`src/rtl/spram_xw_if.sv`:
```
// spram_xw_if: requester-side bus of the byte-addressable SRAM front end.
//   req   requester -> memory  access request
//   we    requester -> memory  1 = write, 0 = read
//   sz    requester -> memory  0 = byte, 1 = half, 2 = word, 3 = reserved
//   ai    requester -> memory  byte address (AW bits)
//   vi    requester -> memory  write data, right-justified
//   rdy   memory -> requester  request accepted this cycle when req & rdy
//   vo    memory -> requester  read data, right-justified, zero-extended
//   vld   memory -> requester  vo valid, one-cycle pulse
//   err   memory -> requester  reserved-size pulse
interface spram_xw_if #(
   parameter int unsigned AW = 17
) ();
   logic          req;
   logic          we;
   logic [1:0]    sz;
   logic [AW-1:0] ai;
   logic [31:0]   vi;
   logic          rdy;
   logic [31:0]   vo;
   logic          vld;
   logic          err;

   modport master (
      output req, we, sz, ai, vi,
      input  rdy, vo, vld, err
   );

   modport slave (
      input  req, we, sz, ai, vi,
      output rdy, vo, vld, err
   );
endinterface

```
`src/rtl/spram_xw.sv`:
```
// spram_xw: byte/half/word access front end for a 32-bit-wide single-port RAM.
// Unaligned accesses that spill into the next word are split into two RAM
// cycles (SPLIT = 1) or truncated to the first word (SPLIT = 0).
// Ports:
//   clk, rst_n   clock, asynchronous active-low reset
//   bus          requester bus (spram_xw_if.slave): req/we/sz/ai/vi in,
//                rdy/vo/vld/err out
//   m_we         RAM write enable
//   m_bmsk       RAM byte-lane mask
//   m_ai         RAM word address
//   m_vi         RAM write data (lane-aligned)
//   m_vo         RAM read data, valid one cycle after the address
module spram_xw #(
   parameter int unsigned AW    = 17,
   parameter bit          SPLIT = 1'b1
) (
   input  logic          clk,
   input  logic          rst_n,
   spram_xw_if.slave     bus,
   output logic          m_we,
   output logic [3:0]    m_bmsk,
   output logic [AW-3:0] m_ai,
   output logic [31:0]   m_vi,
   input  logic [31:0]   m_vo
);

   localparam int unsigned WW = AW - 2;

   typedef enum logic {StIdle, StHi} state_e;

   state_e        r_state;
   state_e        w_state_nxt;

   // Request decode
   logic [1:0]    w_off;
   logic [3:0]    w_nmask;
   logic [7:0]    w_lanes;
   logic          w_rsvd;
   logic          w_cross;
   logic          w_rdy;
   logic          w_acc;
   logic [WW-1:0] w_word;
   logic [31:0]   w_vi_rot;

   // Second-half and read-pending state
   logic          r_live;
   logic [WW-1:0] r_hi_ai;
   logic [3:0]    r_hi_bmsk;
   logic          r_we;
   logic [31:0]   r_vi;
   logic          r_rd_hi;
   logic          r_vld;
   logic          r_split;
   logic [31:0]   r_lo;
   logic [1:0]    r_off;
   logic [1:0]    r_sz;
   logic          r_err;

   // Read result path
   logic [63:0]   w_pair;
   logic [31:0]   w_rd_word;
   logic [31:0]   w_rd_val;

   assign w_off   = bus.ai[1:0];
   assign w_word  = bus.ai[AW-1:2];
   assign w_rsvd  = (bus.sz == 2'd3);

   always_comb begin
      w_nmask = 4'b0000;
      unique case (bus.sz)
         2'd0:    w_nmask = 4'b0001;
         2'd1:    w_nmask = 4'b0011;
         2'd2:    w_nmask = 4'b1111;
         default: w_nmask = 4'b0000;
      endcase
   end

   assign w_lanes = {4'b0000, w_nmask} << w_off;
   // With SPLIT = 0 the upper lanes are simply dropped.
   assign w_cross = SPLIT && (w_lanes[7:4] != 4'b0000);

   // r_live holds rdy low until the first edge after reset release.
   assign w_rdy   = r_live && (r_state == StIdle);
   assign w_acc   = bus.req && w_rdy;

   always_comb begin
      w_vi_rot = bus.vi;
      unique case (w_off)
         2'd0: w_vi_rot = bus.vi;
         2'd1: w_vi_rot = {bus.vi[23:0], bus.vi[31:24]};
         2'd2: w_vi_rot = {bus.vi[15:0], bus.vi[31:16]};
         2'd3: w_vi_rot = {bus.vi[7:0],  bus.vi[31:8]};
      endcase
   end

   // FSM: state register
   always_ff @(posedge clk or negedge rst_n) begin
      if (!rst_n) begin
         r_state <= StIdle;
      end else begin
         r_state <= w_state_nxt;
      end
   end

   // FSM: next state
   always_comb begin
      w_state_nxt = r_state;
      unique case (r_state)
         StIdle:  if (w_acc && w_cross) w_state_nxt = StHi;
         StHi:    w_state_nxt = StIdle;
         default: w_state_nxt = StIdle;
      endcase
   end

   // FSM: RAM-side outputs
   always_comb begin
      m_we   = 1'b0;
      m_bmsk = 4'b0000;
      m_ai   = '0;
      m_vi   = '0;
      unique case (r_state)
         StIdle: begin
            if (w_acc) begin
               m_ai   = w_word;
               m_bmsk = w_lanes[3:0];
               m_we   = bus.we && !w_rsvd;
               m_vi   = w_vi_rot;
            end
         end
         StHi: begin
            m_ai   = r_hi_ai;
            m_bmsk = r_hi_bmsk;
            m_we   = r_we;
            m_vi   = r_vi;
         end
         default: ;
      endcase
   end

   always_ff @(posedge clk or negedge rst_n) begin
      if (!rst_n) begin
         r_live    <= 1'b0;
         r_hi_ai   <= '0;
         r_hi_bmsk <= 4'b0000;
         r_we      <= 1'b0;
         r_vi      <= '0;
         r_rd_hi   <= 1'b0;
         r_vld     <= 1'b0;
         r_split   <= 1'b0;
         r_lo      <= '0;
         r_off     <= 2'd0;
         r_sz      <= 2'd0;
         r_err     <= 1'b0;
      end else begin
         r_live <= 1'b1;
         r_err  <= w_acc && w_rsvd;
         r_vld  <= 1'b0;
         if (w_acc) begin
            if (w_cross) begin
               r_hi_ai   <= w_word + {{(WW-1){1'b0}}, 1'b1};
               r_hi_bmsk <= w_lanes[7:4];
               r_we      <= bus.we;
               r_vi      <= w_vi_rot;
            end
            // Capture read shape now so a new accept in the vld cycle is harmless.
            if (!bus.we && !w_rsvd) begin
               r_off <= w_off;
               r_sz  <= bus.sz;
               if (w_cross) begin
                  r_rd_hi <= 1'b1;
               end else begin
                  r_vld   <= 1'b1;
                  r_split <= 1'b0;
               end
            end
         end
         if (r_state == StHi) begin
            r_rd_hi <= 1'b0;
            if (r_rd_hi) begin
               // m_vo now carries the first word; the second arrives next cycle.
               r_lo    <= m_vo;
               r_vld   <= 1'b1;
               r_split <= 1'b1;
            end
         end
      end
   end

   assign w_pair    = r_split ? {m_vo, r_lo} : {32'h0, m_vo};
   assign w_rd_word = 32'(w_pair >> {r_off, 3'b000});

   always_comb begin
      w_rd_val = w_rd_word;
      unique case (r_sz)
         2'd0:    w_rd_val = {24'h0, w_rd_word[7:0]};
         2'd1:    w_rd_val = {16'h0, w_rd_word[15:0]};
         default: w_rd_val = w_rd_word;
      endcase
   end

   assign bus.rdy = w_rdy;
   assign bus.vld = r_vld;
   assign bus.vo  = r_vld ? w_rd_val : 32'h0;
   assign bus.err = r_err;

endmodule

```
`src/flat_wrapper.sv`:
```
// flat-port wrapper written by rule: the top's interface ports become plain ports
module spram_xw_flat 
#(
   parameter int unsigned AW    = 17,
   parameter bit          SPLIT = 1'b1
)
  (clk, rst_n, m_we, m_bmsk, m_ai, m_vi, m_vo, bus_req, bus_we, bus_sz, bus_ai, bus_vi, bus_rdy, bus_vo, bus_vld, bus_err);
  spram_xw_if #(.AW(AW)) bus_i ();
  input  logic clk;
  input  logic rst_n;
  output logic m_we;
  output logic [3:0] m_bmsk;
  output logic [AW-3:0] m_ai;
  output logic [31:0] m_vi;
  input  logic [31:0] m_vo;
  input wire logic [$bits(bus_i.req)-1:0] bus_req;
  input wire logic [$bits(bus_i.we)-1:0] bus_we;
  input wire logic [$bits(bus_i.sz)-1:0] bus_sz;
  input wire logic [$bits(bus_i.ai)-1:0] bus_ai;
  input wire logic [$bits(bus_i.vi)-1:0] bus_vi;
  output wire logic [$bits(bus_i.rdy)-1:0] bus_rdy;
  output wire logic [$bits(bus_i.vo)-1:0] bus_vo;
  output wire logic [$bits(bus_i.vld)-1:0] bus_vld;
  output wire logic [$bits(bus_i.err)-1:0] bus_err;
  assign bus_i.req = bus_req;
  assign bus_i.we = bus_we;
  assign bus_i.sz = bus_sz;
  assign bus_i.ai = bus_ai;
  assign bus_i.vi = bus_vi;
  assign bus_rdy = bus_i.rdy;
  assign bus_vo = bus_i.vo;
  assign bus_vld = bus_i.vld;
  assign bus_err = bus_i.err;
  spram_xw #(.AW(AW), .SPLIT(SPLIT)) u_core (.clk(clk), .rst_n(rst_n), .bus(bus_i), .m_we(m_we), .m_bmsk(m_bmsk), .m_ai(m_ai), .m_vi(m_vi), .m_vo(m_vo));
endmodule
```
`config.mk`:
```
export PLATFORM = sky130hd
export DESIGN_NAME = spram_xw_flat
export DESIGN_NICKNAME = d
export VERILOG_FILES = /design/src/rtl/spram_xw_if.sv /design/src/rtl/spram_xw.sv /design/src/flat_wrapper.sv
export SDC_FILE = /design/constraint.sdc
export NUM_CORES = 1
export LEC_CHECK = 0
export CELL_PAD_IN_SITES_DETAIL_PLACEMENT = 1
export CELL_PAD_IN_SITES_GLOBAL_PLACEMENT = 1
export CORE_ASPECT_RATIO = 0.8
export CORE_MARGIN = 4
export CORE_UTILIZATION = 39
export DETAILED_ROUTE_END_ITERATION = 16
export PLACE_DENSITY_LB_ADDON = 0.2
export SYNTH_ARGS = -nofsm -noshare
export SYNTH_HDL_FRONTEND = slang
export SYNTH_SLANG_ARGS = --single-unit
```
`constraint.sdc`:
```
create_clock -name clk -period 2.15 [get_ports clk]
set_input_delay 0.43 -clock clk [delete_from_list [all_inputs] [get_ports clk]]
set_output_delay 0.43 -clock clk [all_outputs]
set_load 0.05 [all_outputs]
```
; Word-level counts from Yosys, hierarchy flattened
; Index checks and enable logic that the tools add are counted.
[totals]
out_inout_bits = 87
register_bits = 94
wordCells = 72
inputBits = 87
[classes]
add_sub_neg = 1
n_bitwise = 1
eq_ne = 7
shift = 2
reduce_logical = 19
n_mux = 29
[op_table]
columns = op, n
row1 = $pmux 32 s2, 2
row2 = $pmux 32 s4, 1
row3 = $mux 32, 2
row4 = $mux 64, 1
row5 = $shr 64x5->32, 1
row6 = $pmux 15 s2, 1
row7 = $mux 1, 16
row8 = $add 15x1->15 const B, 1
row9 = $mux 15, 1
row10 = $pmux 4 s3, 1
row11 = $eq 2x2->1 const B, 4
row12 = $pmux 4 s2, 1
row13 = $shl 4x2->8, 1
row14 = $eq 2x1->1 const B, 3
row15 = $logic_and 1x1->1, 6
row16 = $logic_not 2->1, 3
row17 = $reduce_and 2->1, 3
row18 = $reduce_bool 2->1, 3
row19 = $mux 4, 1
row20 = $pmux 1 s2, 2
row21 = $reduce_bool 4->1, 1
row22 = $reduce_and 3->1, 1
row23 = $logic_not 1->1, 2
row24 = $not 1->1, 1

; Depth between registers and ports, before layout
[depth]
word_depth = 9
depth_mapped = 8
mapped_depth_nobuf = 6

; Worst setup path before layout
; OpenSTA, ideal clock, no wires.
[synth_timing]
kind = flip-flop to output port
startpoint = register u_core.r_state
endpoint = output port m_vi[11]
arrival_time_ns = 2.309
slack_ns = -0.589
required_ns = 1.720
stages_incl_launch_ff = 7
path_cell_list = dfrtp_1 buf_2 nor2b_1 and2_1 buf_2 buf_2 a22o_1
[synth_via]
elab_chain_cells = 5
[synth_rtl]
columns = element, line_no
row1 = start: declaration, spram_xw.sv:31  ; state_e r_state;
row2 = start signal: assignment, spram_xw.sv:99  ; r_state <= StIdle;
row3 = start signal: assignment, spram_xw.sv:101  ; r_state <= w_state_nxt;
row4 = $not 1->1, spram_xw.sv:83  ; assign w_rdy = r_live && (r_state == StIdle);
row5 = $logic_and 1x1->1, spram_xw.sv:83
row6 = via bus_rdy, flat_wrapper.sv:21  ; output wire logic [$bits(bus_i.rdy)-1:0] bus_rdy;
row7 = $logic_and 1x1->1, spram_xw.sv:84  ; assign w_acc = bus.req && w_rdy;
row8 = $mux 32, spram_xw.sv:123  ; if (w_acc) begin
row9 = $pmux 32 s2, spram_xw.sv:121  ; unique case (r_state)
row10 = end: declaration, flat_wrapper.sv:14  ; output logic [31:0] m_vi;
; The timed path passes the listed nets, and every way through them passes these cells.

; Worst setup path after layout
[layout_timing]
startpoint = register u_core.r_off[0]
endpoint = output port bus_vo[6]
[layout_via]
elab_chain_cells = 3
[layout_rtl]
columns = element, line_no
row1 = start: declaration, spram_xw.sv:55  ; logic [1:0] r_off;
row2 = start signal: assignment, spram_xw.sv:167  ; r_off <= w_off;
row3 = $shr 64x5->32, spram_xw.sv:190  ; assign w_rd_word = 32'(w_pair >> {r_off, 3'b000});
row4 = $pmux 32 s2, spram_xw.sv:194  ; unique case (r_sz)
row5 = $mux 32, spram_xw.sv:203  ; assign bus.vo = r_vld ? w_rd_val : 32'h0;
row6 = end: declaration, flat_wrapper.sv:22  ; output wire logic [$bits(bus_i.vo)-1:0] bus_vo;
; Every way passes these cells.

==> impl_metrics.csv <==
group,metric,value,unit
run_status,outcome,"complete, but fails checks",
run_status,violations,"setup timing",
detailed_routing,totalWireLength,36300,µm
setup_path,crit_path_end_kind,"primary output",
detailed_routing,drt_iter0_markers,582,
synth,synth_ff_type,"dfrtp_1",
finish,final.fill_count,1503,
synth,yosys_warnings,0,
power,p_leak,4.93,nW
power,power_frac_clock,20.9,%
floorplanning,pin_count,174,
floorplanning,num_rows,42,
clock_tree,cts.sinks,93,
timing,final_hold_viol_count,0,
power,switching_share,38.6,%
timing,tightestPinTransition,0.700,ns
floorplanning,start_util,40.0,%
power,comb_power_share,48.2,%
timing,finalSetupTns,-12.93,ns
synth,ys_seq_area_share,35.0,%
finish,layout_common_cells,"dfrtp_1 (90), buf_4 (83), buf_12 (72), mux2_2 (56)",
synth,avgSynthCellArea,12.3,µm²
timing,rsz0062_at_grt,"yes",
synth,synth-edff-count,0,
setup_path,crit_type,"reg2out",
synth,syn_nets,629,
clock_tree,insertion_delay,0.38,ns
detailed_routing,vias,6793,
synth,netlist_instances,538,
finish,final_cell_count_no_fill,1034,
power,irDropWorstVdd,482,µV
clock_tree,cts_tree,"yes",
detailed_routing,dr.max_layer_used,"met4",
finish,layout_commonest_cell,"dfrtp_1",
synth,syn_area,6640,µm²
timing,drv_slew,0,
job,maxCapViolations,0,
detailed_routing,drc,0,
detailed_routing,route.antenna.remaining_nets,0,
clock_tree,clock_path_buffers,2,
timing,finalCriticalPeriod,2.68,ns
timing,setup_viol,83,
timing,skew,0.0157,ns
synth,synth.top_cell.area_share,35.0,%
setup_path,reg2reg_from,"u_core.r_state$_DFF_PN0_",
timing,holdWs,0.0312,ns
detailed_routing,dr.pass1.iters,5,
detailed_routing,post_drt_wl_per_cell,35.1,µm
grt,grt_pass1_wl,44900,µm
grt,grt_pass1_vias,6996,
grt,antenna_found_initial,3,
setup_path,worstPathRequired,1.72,ns
power,p_total,9.61,mW
detailed_routing,drt-met1-wl,13800,µm
power,switchingPower,3.72,mW
timing,fin_ws,-0.534,ns
finish,syn_to_final_growth,75.9,%
clock_tree,clk_pin_slew_worst_paths,0.08,ns
setup_path,worstPathMaxFanout,7,
detailed_routing,met2_length,18000,µm
finish,drive_above_1_share,63.1,%
detailed_routing,wl_met3,2570,µm
floorplanning,fp.dieW,154,µm
setup_path,cp.arrival,2.25,ns
timing,slew_headroom,53.0,%
timing,min_period_over_period,125,%
floorplanning,die_area,19200,µm²
clock_tree,cts_buffers,9,
grt,grt_overflow,0,
placement,post-dp-hpwl,16900,µm
clock_tree,cts_root_buffer,"clkbuf_16",
power,power_density,823,nW/µm²
floorplanning,dieHeight,125,µm
clock_tree,cts_max_level,3,
synth,synth_cell_types,50,
placement,routabilityCongestion,0.845,
synth,ys_async_sr_fraction,100,%
grt,grt_max_degree,35,
placement,portBuffers,173,
setup_path,setup.worst_path.start,"u_core.r_off[0]$_DFFE_PN0P_",
min_path,hold_path_class,"in2async",
setup_path,cp-start-kind,"register",
timing,max_clock_freq,373,MHz
synth,ys_top_cells_by_area,"dfrtp_1 (35%), mux4_2 (16%), mux2_2 (12%), a22o_1 (6.3%), mux2_4 (4.3%)",
grt,grtUsageTotal,30.1,%
power,seq_power_share,30.9,%
power,p_int,5.90,mW
detailed_routing,post_drt_via_cell_ratio,6.57,
finish,nNetsFinal,897,
synth,ys_ff_latch,93,
synth,synth_top_cell_by_area,"dfrtp_1",
floorplanning,coreArea,16600,µm²
placement,placed_cells,975,
-- registers in the layout, indices dropped and copies added (netlist names) --
signal,cells
u_core.r_live,1
u_core.r_state,1
u_core.r_vi,32
u_core.r_we,1
u_core.r_split,1
u_core.bus.vld,1
u_core.r_off,2
u_core.r_hi_bmsk,3
u_core.r_rd_hi,1
u_core.r_lo,32
u_core.r_hi_ai,15
u_core.bus.err,1
u_core.r_sz,2
-- Yosys cell counts (4+ instances only) --
master,instances
a21oi_1,12
dfrtp_1,93
mux2i_1,26
buf_4,7
buf_6,7
clkbuf_1,12
xor2_1,7
xnor2_1,6
mux4_2,47
nor2b_1,15
buf_2,18
a22oi_1,7
nand3_1,4
mux2_2,70
o22a_1,7
inv_1,7
ha_1,4
mux2_4,19
a22o_1,48
o21ai_0,9
nand2_1,19
nor2_1,35
nor3_1,4
a211oi_1,12
o21ba_2,7
-- layer usage --
metal / vias up / GRT usage [%]
met5: - / 0
met4: 0 / 7.74
met3: 125 / 8.02
met2: 460 / 50.7
met1: 3583 / 38.5
li1: 2625 / -
-- critical path, cell delays in order, from the launching register on --
cell	delay, ns
dfrtp_2	0.55
buf_12	0.17
buf_12	0.11
mux4_2	0.51
mux2i_1	0.29
nor2b_2	0.09
buf_6	0.16
-- path summary, 6_finish.rpt --
check                                                  endpoint  slack (ns)  depth (start not counted)
worst max-delay path                                  bus_vo[6]       -0.53                          6
worst min-delay path                u_core.r_lo[25]$_DFFE_PN0P_        0.03                          1
worst max register to register  u_core.r_hi_bmsk[1]$_DFFE_PN0P_       -0.05                          6
worst min register to register       u_core.r_lo[3]$_DFFE_PN0P_        0.52                          1
max in group asynchronous           u_core.r_off[0]$_DFFE_PN0P_        1.42                          2
min in group clk                    u_core.r_off[1]$_DFFE_PN0P_        0.48                          3
-- power groups by stage --
stage | Combinational [mW] | Sequential (mW) | Clock (mW)
final | 4.63 | 2.97 | 2.01
after global routing | 4.77 | 2.99 | 2.09
after CTS | 3.99 | 2.76 | 1.94
after detailed placement | 3.38 | 2.74 | 0
after global placement | 3.26 | 2.68 | 0
after floorplan | 2.23 | 2.59 | 0
-- cells by family after synthesis --
family,share of synthesized area [%]
flip-flops,35.0
AO/OA/AOI/OAI,14.0
buffers and inverters,4.58
XOR/XNOR,1.71
other,0.0565
multiplexers,36.8
AND/OR/NAND/NOR,7.05
adder cells (fa/ha/maj),0.754
-- timing repair --
item	in CTS	in global routing
hold buffers	0	0
cloned	11	3
resized for setup	160	104
pin swaps	38	28
setup endpoints to repair	126	77
setup buffers	20	7
-- final cells by class --
| class | instances | area [µm²] | area share [%] |
|---|---|---|---|
| clock buffer | 11 | 243 | 2.08 |
| inverter | 8 | 33.8 | 0.289 |
| antenna | 3 | 7.51 | 0.0643 |
| clock inverter | 5 | 106 | 0.911 |
| sequential | 93 | 2330 | 20.0 |
| multi-input combinational | 391 | 4810 | 41.1 |
| tap | 220 | 275 | 2.36 |
| timing repair buffer | 303 | 3880 | 33.2 |
-- through the flow --
stage          utilization [%]  instance area (µm²)  setup slack (ns)
5_1_grt                   70.3                11700            -0.570
3_5_place_dp              58.9                 9770            -0.485
2_1_floorplan                -                 6740            -0.193
3_3_place_gp              58.9                 9770            -0.371
4_1_cts                   66.4                11000            -0.294
6_report                  70.3                11700            -0.534
(Power assumes the default switching activity.)
